--- src/rtl/alloc_rsp_merger_pkg.sv ---
// Shared widths, fail-reason codes and entry layout for the alloc response merger.
// Entry layout is {id, page_idx, fail, fail_reason}, passed through unmodified.
package alloc_rsp_merger_pkg;

    localparam int REQ_ID_WIDTH       = 8;
    localparam int ALL_PAGE_IDX_WIDTH = 8;
    localparam int FAIL_REASON_WIDTH  = 3;
    localparam int RSP_ENTRY_WIDTH    = REQ_ID_WIDTH + ALL_PAGE_IDX_WIDTH + 1 + FAIL_REASON_WIDTH;

    localparam logic [FAIL_REASON_WIDTH-1:0] ALLOC_FAIL_REASON_NONE       = 3'd0;
    localparam logic [FAIL_REASON_WIDTH-1:0] ALLOC_FAIL_REASON_EQUAL_ZERO = 3'd1;
    localparam logic [FAIL_REASON_WIDTH-1:0] ALLOC_FAIL_REASON_OVERSIZE   = 3'd2;
    localparam logic [FAIL_REASON_WIDTH-1:0] ALLOC_FAIL_REASON_NO_SPACE   = 3'd3;

    typedef struct packed {
        logic [REQ_ID_WIDTH-1:0]       id;
        logic [ALL_PAGE_IDX_WIDTH-1:0] page_idx;
        logic                          fail;
        logic [FAIL_REASON_WIDTH-1:0]  fail_reason;
    } rsp_entry_t;

    // Saturating add used by the drop counter; at most two drops per cycle.
    function automatic logic [7:0] sat_add8(input logic [7:0] base, input logic [1:0] inc);
        logic [8:0] sum;
        sum = {1'b0, base} + {7'd0, inc};
        return sum[8] ? 8'hFF : sum[7:0];
    endfunction

endpackage

--- src/rtl/alloc_rsp_merger_stage_fifo.sv ---
// Two-write/one-read circular staging buffer. Port 0 has priority for free slots and
// lands in the lower slot; anything that does not fit is reported in drop.
module rsp_stage_fifo #(
    parameter int DEPTH = 4,
    parameter int WIDTH = 8
) (
    input  logic                       clk,
    input  logic                       rst_n,
    input  logic                       wr0_en,
    input  logic [WIDTH-1:0]           wr0_data,
    input  logic                       wr1_en,
    input  logic [WIDTH-1:0]           wr1_data,
    input  logic                       rd_en,
    output logic [$clog2(DEPTH):0]     count,
    output logic [WIDTH-1:0]           head,
    output logic [1:0]                 drop
);

    localparam int PW = $clog2(DEPTH);
    localparam int CW = PW + 1;

    logic [WIDTH-1:0] mem [DEPTH];
    logic [PW-1:0]    wptr;
    logic [PW-1:0]    rptr;
    logic [PW-1:0]    wptr1;
    logic [CW-1:0]    free;
    logic             rd_eff;
    logic             acc0;
    logic             acc1;

    // A slot freed by this cycle's pop is reusable by this cycle's push.
    always_comb begin
        rd_eff = rd_en && (count != '0);
        free   = CW'(DEPTH) - count + CW'(rd_eff);
        acc0   = wr0_en && (free != '0);
        acc1   = wr1_en && (free > CW'(acc0));
        wptr1  = wptr + PW'(acc0);
        drop   = {wr1_en && !acc1, wr0_en && !acc0};
    end

    assign head = mem[rptr];

    // NOTE: storage carries no reset; only pointers and count decide what is valid.
    always_ff @(posedge clk) begin
        if (acc0) mem[wptr]  <= wr0_data;
        if (acc1) mem[wptr1] <= wr1_data;
    end

    // NOTE: sequential state uses non-blocking assignments so every register samples pre-edge values.
    always_ff @(posedge clk or negedge rst_n) begin
        if (!rst_n) begin
            wptr  <= '0;
            rptr  <= '0;
            count <= '0;
        end else begin
            wptr  <= wptr + PW'(acc0) + PW'(acc1);
            rptr  <= rptr + PW'(rd_eff);
            count <= count + CW'(acc0) + CW'(acc1) - CW'(rd_eff);
        end
    end

endmodule

--- src/rtl/alloc_rsp_merger.sv ---
// Merges the dispatcher early-reject (A) and FDT result (B) responses into the single
// alloc rsp FIFO write port, with back-pressure and sticky drop accounting.
module alloc_rsp_merger
    import alloc_rsp_merger_pkg::*;
#(
    parameter int DEPTH     = 4,
    parameter int AF_MARGIN = 2
) (
    input  logic                          clk,
    input  logic                          rst_n,
    input  logic                          a_wr_en,
    input  logic [REQ_ID_WIDTH-1:0]       a_id,
    input  logic [ALL_PAGE_IDX_WIDTH-1:0] a_page_idx,
    input  logic                          a_fail,
    input  logic [FAIL_REASON_WIDTH-1:0]  a_fail_reason,
    input  logic                          b_wr_en,
    input  logic [REQ_ID_WIDTH-1:0]       b_id,
    input  logic [ALL_PAGE_IDX_WIDTH-1:0] b_page_idx,
    input  logic                          b_fail,
    input  logic [FAIL_REASON_WIDTH-1:0]  b_fail_reason,
    input  logic                          rsp_fifo_full,
    input  logic                          rsp_fifo_almost_full,
    output logic                          rsp_wr_en,
    output logic [REQ_ID_WIDTH-1:0]       rsp_id,
    output logic [ALL_PAGE_IDX_WIDTH-1:0] rsp_page_idx,
    output logic                          rsp_fail,
    output logic [FAIL_REASON_WIDTH-1:0]  rsp_fail_reason,
    output logic                          almost_full_out,
    output logic                          overflow_err,
    output logic [7:0]                    drop_count
);

    localparam int CW = $clog2(DEPTH) + 1;

    rsp_entry_t    a_entry;
    rsp_entry_t    b_entry;
    rsp_entry_t    head;
    rsp_entry_t    rsp_q;
    logic [CW-1:0] count;
    logic [CW-1:0] free_slots;
    logic [1:0]    drop;
    logic [1:0]    drop_inc;
    logic          pop;

    assign a_entry = {a_id, a_page_idx, a_fail, a_fail_reason};
    assign b_entry = {b_id, b_page_idx, b_fail, b_fail_reason};

    // B goes to the priority port so it is drained first and survives overflow.
    rsp_stage_fifo #(
        .DEPTH (DEPTH),
        .WIDTH (RSP_ENTRY_WIDTH)
    ) u_stage_fifo (
        .clk      (clk),
        .rst_n    (rst_n),
        .wr0_en   (b_wr_en),
        .wr0_data (b_entry),
        .wr1_en   (a_wr_en),
        .wr1_data (a_entry),
        .rd_en    (pop),
        .count    (count),
        .head     (head),
        .drop     (drop)
    );

    assign pop             = (count != '0) && !rsp_fifo_full;
    assign free_slots      = CW'(DEPTH) - count;
    assign almost_full_out = (free_slots <= CW'(AF_MARGIN)) || rsp_fifo_almost_full;
    assign drop_inc        = {1'b0, drop[1]} + {1'b0, drop[0]};

    always_ff @(posedge clk or negedge rst_n) begin
        if (!rst_n) begin
            rsp_wr_en    <= 1'b0;
            rsp_q        <= '0;
            overflow_err <= 1'b0;
            drop_count   <= '0;
        end else begin
            rsp_wr_en <= pop;
            if (pop) rsp_q <= head;
            if (drop != 2'b00) overflow_err <= 1'b1;
            drop_count <= sat_add8(drop_count, drop_inc);
        end
    end

    assign rsp_id          = rsp_q.id;
    assign rsp_page_idx    = rsp_q.page_idx;
    assign rsp_fail        = rsp_q.fail;
    assign rsp_fail_reason = rsp_q.fail_reason;

endmodule
--- config.mk ---
export PLATFORM = sky130hd
export DESIGN_NAME = alloc_rsp_merger
export DESIGN_NICKNAME = d
export VERILOG_FILES = /design/src/rtl/alloc_rsp_merger_pkg.sv /design/src/rtl/alloc_rsp_merger_stage_fifo.sv /design/src/rtl/alloc_rsp_merger.sv
export SDC_FILE = /design/constraint.sdc
export NUM_CORES = 1
export LEC_CHECK = 0
export BUFFER_PORTS_ARGS = -buffer_cell sky130_fd_sc_hd__clkbuf_2
export CAP_MARGIN = 20
export CORE_MARGIN = 4
export CORE_UTILIZATION = 58
export DETAILED_ROUTE_END_ITERATION = 8
export GPL_ROUTABILITY_DRIVEN = 0
export PLACE_DENSITY = 0.8
export SLEW_MARGIN = 20
export SYNTH_ARGS = -nofsm -noshare
export SYNTH_HDL_FRONTEND = slang
export SYNTH_SLANG_ARGS = --single-unit
--- constraint.sdc ---
create_clock -name clk -period 5.8 [get_ports clk]
set_input_delay 1.16 -clock clk [delete_from_list [all_inputs] [get_ports clk]]
set_output_delay 1.16 -clock clk [all_outputs]
set_load 0.05 [all_outputs]
### After elaboration in Yosys (flattened, before gate mapping)

Memories as Yosys holds them, arrays and structs flattened. A register that Yosys moved wholly into a read port is not among the register bits.
Cells that the tools add are included.

* bits in registers: 17
* latch bits: 0
* RAM bits: 80
* ROM bits: 0
* bits of input ports: 46
* output and inout port bits: 31
* word-level logic and storage cells: 38
* memories: 1

Memory list
* u_stage_fifo.mem: words 4, width 20, rd ports 1, clocked after Yosys merged registers in 1, write ports 2, line alloc_rsp_merger_stage_fifo.sv:22 `logic [WIDTH-1:0] mem [DEPTH];`

* add/sub/neg operators: 10
* multipliers: 0
* div/mod/pow operators: 0
* magnitude comparators: 2
* eq/ne operators: 0
* shift operators: 0
* muxes and demuxes: 5
* bitwise gates (word level): 0
* reduce and logical (&&, ||, !) cells: 14

Operators by type and width (number)
* $add A3 B1 Y3: 3
* $add A8 B2 Y9: 1
* $mux W8: 1
* $add A2 B1 Y2: 3
* $logic_and A1 B1 Y1: 6
* $reduce_bool A3 Y1: 2
* $logic_not A1 Y1: 4
* $mux W1: 4
* $gt A3 B1 Y1: 1
* $le A3 B2 Y1 const B: 1
* $sub A3 B1 Y3: 1
* $sub A3 B3 Y3 const A: 1
* $add A1 B1 Y2: 1
* $reduce_bool A2 Y1: 1
* $logic_or A1 B1 Y1: 1

### Longest topological paths before layout

Gate-level depths: netlist (run 1).

* word-level depth: 13
* gate-level depth with buffers: 18
* depth with buffers taken out: 17

### Modules after synthesis

A second synthesis (run 1) with hierarchy kept.

* cell total of the unflattened synthesis: 333
* area, all modules: 5595.4 sq um

By module, submodules not included
* rsp_stage_fifo: times used 1, cells each 244, area an instance 4346.7 sq um, seq. area each 2577.5 sq um
* alloc_rsp_merger: times used 1, cells each 89, area an instance 1248.7 sq um, seq. area each 750.7 sq um

### Least setup slack after synthesis (run 1)

OpenSTA, ideal clock, no wires.

* path type: input to register
* start: in rsp_fifo_full
* end: mem u_stage_fifo.mem[1][0] in the netlist's numbering (enable)
* setup time: 425 ps
* data arrival time: 4123 ps
* required time: 5375 ps
* slack: 1252 ps
* stages on the path: 11
* path buffers: 2
* path through: nor3_1 ha_1 xnor2_1 buf_4 o41ai_1 inv_1 ha_1 o21bai_1 o2111ai_2 buf_6 o21ai_0

RTL lines
* start, declared: line alloc_rsp_merger.sv:21 `input logic rsp_fifo_full,`
* end, declared: line alloc_rsp_merger_stage_fifo.sv:22

==> flow_summary.json, run 1 <==
{
  "final_area_um2": 6740,
  "cts_resized": 0,
  "cp_data_arrival_time_ns": 4.67,
  "maxCapViolations": 0,
  "worstMarginPinSlew_ns": 1.02,
  "setup_viol": 0,
  "hold_viol_final": 0,
  "rrSetupSlack_ns": 1.31,
  "ys_seq_elements": 117,
  "clk_pin_slew_ns": 0.05,
  "rsz0062_at_grt": "false",
  "post-cts-setup-buffers": 0,
  "clockBufferDepth": 2,
  "static-leakage-power_uw": 0.00266,
  "cts_tree": "done",
  "grt_use_total_pct": 22.0,
  "slew_viol_final": 0,
  "areaGrowthSynthToFinish_pct": 19.0,
  "grt_pass1_vias": 3503,
  "ios": 77,
  "grt_pass1_wl_mm": 18.8,
  "crit_top_cell": "ha_1",
  "hold_path.class": "reg -> reg",
  "fin_ws_ns": 1.31,
  "path_cells": "inv_1 -> ha_1 -> ha_1 -> nor3_1 -> ha_1 -> xnor2_1 -> o41ai_1 -> buf_4 -> inv_1 -> ha_1 -> o21bai_1 -> o2111ai_2 -> buf_4 -> o21ai_2 -> buf_4",
  "ys_seq_area_share_pct": 58.8,
  "start_util_pct": 60.4,
  "finalPower_uw": 4690,
  "core_um2": 9370,
  "ys_async_sr_fraction_pct": 31.6,
  "reg2reg_depth": 15,
  "seq_area_um2": 3330,
  "num-nets-final": 486,
  "whs_endpoint": "overflow_err",
  "die_area_um2": 11400,
  "num_vias": 3330,
  "hold_depth": 1,
  "clock.fmax_mhz": 223,
  "critPathRequiredTime_ns": 5.99,
  "ir_drop_mv": 0.324,
  "ys_warn_count": 0,
  "place_hpwl_mm": 7.57,
  "finalCritPeriodShare_pct": 77.3,
  "dr.first_iter.drc_count": 180,
  "worstSetupPathType": "reg -> reg",
  "post-place-ws_ns": 1.07,
  "fillers": 633,
  "multi_input_area_um2": 2230,
  "placed_area_um2": 6220,
  "synth_edf_count": 80,
  "netlist_area_um2": 5660,
  "drive_gt1_share_pct": 54.1,
  "r2r_end": "u_stage_fifo.mem[1][16]",
  "die_y_um": 107,
  "insertion_delay_ns": 0.51,
  "fp.dieW_um": 107,
  "viasPerCell": 5.83,
  "powerDensity_nw_per_um2": 696,
  "cp_slowest_cell": "xnor2_1",
  "grt_overflow": 0,
  "root_buffer": "clkbuf_8",
  "drtAntennaViolNets": 0,
  "tns_ns": 0,
  "max_slew_margin_pct": 31.9,
  "diodes": 0,
  "routed_wl_mm": 11.7,
  "cts_buffers": 17,
  "routedWlPerCell_um": 20.5,
  "grt_max_degree": 38,
  "avgSynthCellArea_um2": 16.8,
  "syn-instance-count": 337,
  "min_period_ns": 4.49,
  "path_buf_inv": 5,
  "crit_family": "buffers and inverters",
  "start_kind": "flip-flop",
  "status": "finished clean",
  "critPathMaxFanout": 21,
  "slowest_delay_ns": 0.77,
  "endpoint_kind": "flip-flop",
  "ctsHoldBuffers": 0,
  "rows": 35,
  "cts_sinks": 117,
  "syn-num-nets": 394,
  "r2r_start": "u_stage_fifo.count[0]",
  "antenna_found_initial": 0,
  "synth_flop_cell": "edfxtp_1",
  "worst_hold_startpoint": "overflow_err",
  "ys_types": 39,
  "drc_errors": 0,
  "cts_max_level": 4,
  "clock_skew_ns": 0.0100,
  "firstDrtPassIters": 5,
  "io_buffers": 76,
  "fin_cells": 571,
  "place_inst": 539
}
[report_power, final]
part	switching (uW)	internal (uW)
clock	337	585
sequential	232	1470
combinational	1190	872
total	1760	2930
[synthesized netlist by cell type, drive strengths merged, types with 4 or more instances]
library cell | n | area, um2
buf | 13 | 103
dfrtp | 37 | 926
edfxtp | 80 | 2400
ha | 8 | 100
inv | 7 | 26.3
mux2 | 101 | 1150
mux4 | 20 | 450
nand2 | 9 | 33.8
nand2b | 4 | 25.0
nand3 | 4 | 20.0
nor3 | 5 | 25.0
o21ai | 6 | 30.0
xnor2 | 7 | 61.3
[worst reg2reg max path: stages, from the launching register on]
cell	delay, ns
dfrtp_1	0.41
inv_1	0.18
ha_1	0.18
ha_1	0.24
nor3_1	0.08
ha_1	0.19
xnor2_1	0.77
o41ai_1	0.13
buf_4	0.20
inv_1	0.08
ha_1	0.24
o21bai_1	0.45
o2111ai_2	0.16
buf_4	0.30
o21ai_2	0.21
buf_4	0.33
[cells by family (layout without fill, tap and decap cells)]
kind of cell,after synthesis,after routing,share of synthesized area (%)
compound gates,22,22,3.03
xor+xnor,10,10,1.55
fa+ha+maj,11,11,2.83
buf+inv,22,127,2.41
flops,117,117,58.8
mux,122,122,28.4
simple gates,33,33,3.03
[area by class of cell]
type	count	share of cell area (%)
clock inverters	6	0.780
well taps	129	2.39
clock buffers	26	6.94
repair buffers	88	7.09
multi-input cells	198	33.0
flip-flops and latches	117	49.4
inverters	7	0.390
[sequential cells by signal, summed over array words and instances (netlist names)]
| name | flops |
|---|---|
| rsp_fail_reason | 3 |
| rsp_page_idx | 8 |
| rsp_id | 8 |
| rsp_fail | 1 |
| u_stage_fifo.count | 3 |
| rsp_wr_en | 1 |
| u_stage_fifo.mem | 80 |
| u_stage_fifo.wptr | 2 |
| overflow_err | 1 |
| drop_count | 8 |
| u_stage_fifo.rptr | 2 |
[metal layers]
layer	vias to the layer above	global-route usage, %	wire (um)
met1	1699	29.1	5040
met4	0	4.66	85
met3	9	6.26	599
li1	1507	-	-
met5	-	0	0
met2	115	36.6	5980
[worst max-delay path by stage]
stage / start / endpoint / cells after the start
after global placement: rsp_fifo_full / u_stage_fifo.mem[2][2] / 13
after CTS: u_stage_fifo.count[0] / u_stage_fifo.mem[1][16] / 15
after global routing: u_stage_fifo.count[0] / u_stage_fifo.mem[1][9] / 15
after floorplan: rsp_fifo_full / u_stage_fifo.mem[1][0] / 11
final: u_stage_fifo.count[0] / u_stage_fifo.mem[1][16] / 15
after detailed placement: rsp_fifo_full / u_stage_fifo.mem[1][5] / 13
[through the flow]
stage                     hold WS, ns  util [%]
after floorplan                 0.505         -
after global placement          0.453      66.1
after detailed placement        0.461      66.4
after CTS                       0.473      71.9
after global routing            0.489      71.9
final                           0.464      71.9
[cells in the final DEF, fill, tap and decap left out, types with 3 or more instances in the layout]
| master | instances |
|---|---|
| mux2_2 | 96 |
| edfxtp_1 | 80 |
| clkbuf_2 | 75 |
| dfrtp_1 | 37 |
| mux4_2 | 20 |
| clkbuf_16 | 16 |
| buf_4 | 10 |
| nand2_1 | 9 |
| ha_1 | 8 |
| inv_1 | 7 |
| xnor2_1 | 7 |
| clkbuf_1 | 7 |
| nor3_1 | 5 |
| nand3_1 | 4 |
| nand2b_1 | 4 |
| o21ai_0 | 3 |
| xor2_1 | 3 |
| mux2_4 | 3 |
| a31oi_1 | 3 |
| o21ai_2 | 3 |
| fa_1 | 3 |
| clkbuf_8 | 3 |
| clkinv_2 | 3 |
(Power assumes the default switching activity.)
==> run 2, diff against run 1 <==
--- a/config.mk
+++ b/config.mk
@@ -8,10 +8,10 @@
 export BUFFER_PORTS_ARGS = -buffer_cell sky130_fd_sc_hd__clkbuf_2
 export CAP_MARGIN = 20
 export CORE_MARGIN = 4
-export CORE_UTILIZATION = 58
+export CORE_UTILIZATION = 52
 export DETAILED_ROUTE_END_ITERATION = 8
 export GPL_ROUTABILITY_DRIVEN = 0
-export PLACE_DENSITY = 0.8
+export PLACE_DENSITY = 0.76
 export SLEW_MARGIN = 20
 export SYNTH_ARGS = -nofsm -noshare
 export SYNTH_HDL_FRONTEND = slang
==> constraint.sdc (replaced) <==
create_clock -name clk -period 3.9 [get_ports clk]
set_input_delay 0.78 -clock clk [delete_from_list [all_inputs] [get_ports clk]]
set_output_delay 0.78 -clock clk [all_outputs]
set_load 0.05 [all_outputs]
==> run 2 against run 1 <==
Critical path depth stayed put. Setup slack worse by 1.0 ns. Largest power group unchanged. Non-clock buffer count increased by 8. Highest routed layer unchanged. Design area rose by 2.3%. Combinational power rose by 62%. Sequential share of layout area down 1.1 points. Clock-buffer cell count down 6. Cell count up 2.6%. Maximum frequency up 24%. Via count fell by 2.2%. Hold slack worse by 0.053 ns. Largest cell class unchanged.
==> flow_summary.json, run 2 (synthesis results as in run 1) <==
{
  "ir_drop_mv": 0.693,
  "post-place-ws_ns": -0.0297,
  "grt_pass1_wl_mm": 18.2,
  "cts_buffers": 17,
  "areaGrowthSynthToFinish_pct": 21.8,
  "path_cells": "inv_1 -> ha_1 -> ha_2 -> nor3_4 -> ha_4 -> o41ai_4 -> inv_1 -> ha_1 -> o21ai_2 -> nor3_2 -> fa_1 -> ha_1 -> and4_1 -> nand4_1 -> nand3_1",
  "setup_viol": 0,
  "clock_skew_ns": 0.0126,
  "worstSetupPathType": "reg -> reg",
  "grt_pass1_vias": 3518,
  "die_area_um2": 12600,
  "critPathMaxFanout": 7,
  "hold_viol_final": 0,
  "cp_slowest_cell": "fa_1",
  "dr.first_iter.drc_count": 187,
  "clock.fmax_mhz": 277,
  "final_cell_mix": "mux2_2, edfxtp_1, clkbuf_2",
  "rows": 37,
  "endpoint_kind": "flip-flop",
  "fp.dieW_um": 112,
  "top_register": "u_stage_fifo.mem",
  "fin_util_pct": 65.9,
  "root_buffer": "clkbuf_8",
  "num-nets-final": 494,
  "critPathRequiredTime_ns": 4.28,
  "slowest_delay_ns": 0.43,
  "core_um2": 10500,
  "ios": 77,
  "final_common_cell": "mux2_2",
  "place_inst": 553,
  "fin_cells": 586,
  "cp_data_arrival_time_ns": 3.99,
  "grt_overflow": 0,
  "status": "finished clean",
  "finalCritPeriodShare_pct": 92.5,
  "routedWlPerCell_um": 19.5,
  "place_hpwl_mm": 7.56,
  "io_buffers": 76,
  "cts_tree": "done",
  "hold_path.class": "in -> async",
  "static-leakage-power_uw": 0.00271,
  "start_util_pct": 54.1,
  "worstMarginPinSlew_ns": 1.02,
  "fin_ws_ns": 0.294,
  "viasPerCell": 5.56,
  "drc_errors": 0,
  "clockBufferDepth": 2,
  "powerDensity_nw_per_um2": 1040,
  "finalPower_uw": 7170,
  "drtAntennaViolNets": 0,
  "num_vias": 3258,
  "clk_pin_slew_ns": 0.05,
  "diodes": 0,
  "drive_gt1_share_pct": 57.1,
  "grt_use_total_pct": 18.9,
  "min_period_ns": 3.61,
  "grt-busiest-layer": "met2",
  "insertion_delay_ns": 0.51,
  "cts_max_level": 4,
  "crit_top_cell": "ha_1",
  "grt.met3_usage_pct": 4.58,
  "grt_max_degree": 38,
  "firstDrtPassIters": 4,
  "grt.met1_usage_pct": 22.8,
  "maxCapViolations": 0,
  "grt_util_met2_pct": 33.3,
  "routed_wl_mm": 11.4,
  "slew_viol_final": 0,
  "max_slew_margin_pct": 31.9,
  "largest_reg_flops": 80,
  "antenna_found_initial": 0,
  "start_kind": "flip-flop",
  "cts_sinks": 117,
  "die_y_um": 112
}
[run 2: where the power goes]
group / switching (uW) / internal [uW] / total, uW
clock network: 513 / 845 / 1360
registers: 296 / 2190 / 2490
logic: 1860 / 1460 / 3330
total: 2670 / 4500 / 7170
[run 2: what timing repair did]
item	CTS	global route
gates resized for setup	2	6
hold buffers	0	0
setup endpoints to repair	4	45
buffers inserted	0	1
pin swaps	0	1
[run 2: final cells by class]
cell class / count / area (um2)
Fill cell: 768 / 3570
Sequential cell: 117 / 3330
Multi-Input combinational cell: 198 / 2280
Timing Repair Buffer: 96 / 568
Clock buffer: 20 / 435
Tap cell: 136 / 170
Clock inverter: 12 / 87.6
Inverter: 7 / 26.3
[run 2: per-stage QoR]
stage / cell area, um2 / setup TNS, ns / hold WS [ns]
6_report: 6900 / 0 / 0.411
5_1_grt: 6900 / -0.00177 / 0.480
4_1_cts: 6860 / 0 / 0.461
3_5_place_dp: 6330 / -0.0419 / 0.498
3_3_place_gp: 6330 / 0 / 0.465
2_1_floorplan: 5700 / 0 / 0.484
[run 2: critical path: cells and delay by family (launching register included)]
kind	cells	cell delay (ns)
fa+ha+maj	6	1.67
flops	1	0.37
compound gates	2	0.52
simple gates	5	0.75
buf+inv	2	0.18
[run 2: layer usage]
layer / routed length [um] / vias up
li1: - / 1521
met4: 84 / 0
met5: 0 / -
met2: 6210 / 78
met1: 4640 / 1651
met3: 518 / 8
[run 2: path summary, 6_finish.rpt]
check                                            from                     to  slack, ns  cells after the start
worst min-delay path                            rst_n  u_stage_fifo.count[2]       0.41                      1
worst max register to register  u_stage_fifo.count[0]          drop_count[5]       0.29                     15
min in group clk                   rsp_fail_reason[1]     rsp_fail_reason[1]       0.50                      1
max in group asynchronous                       rst_n   u_stage_fifo.rptr[1]       2.88                      1
worst min register to register     rsp_fail_reason[1]     rsp_fail_reason[1]       0.50                      1
worst max-delay path            u_stage_fifo.count[0]          drop_count[5]       0.29                     15
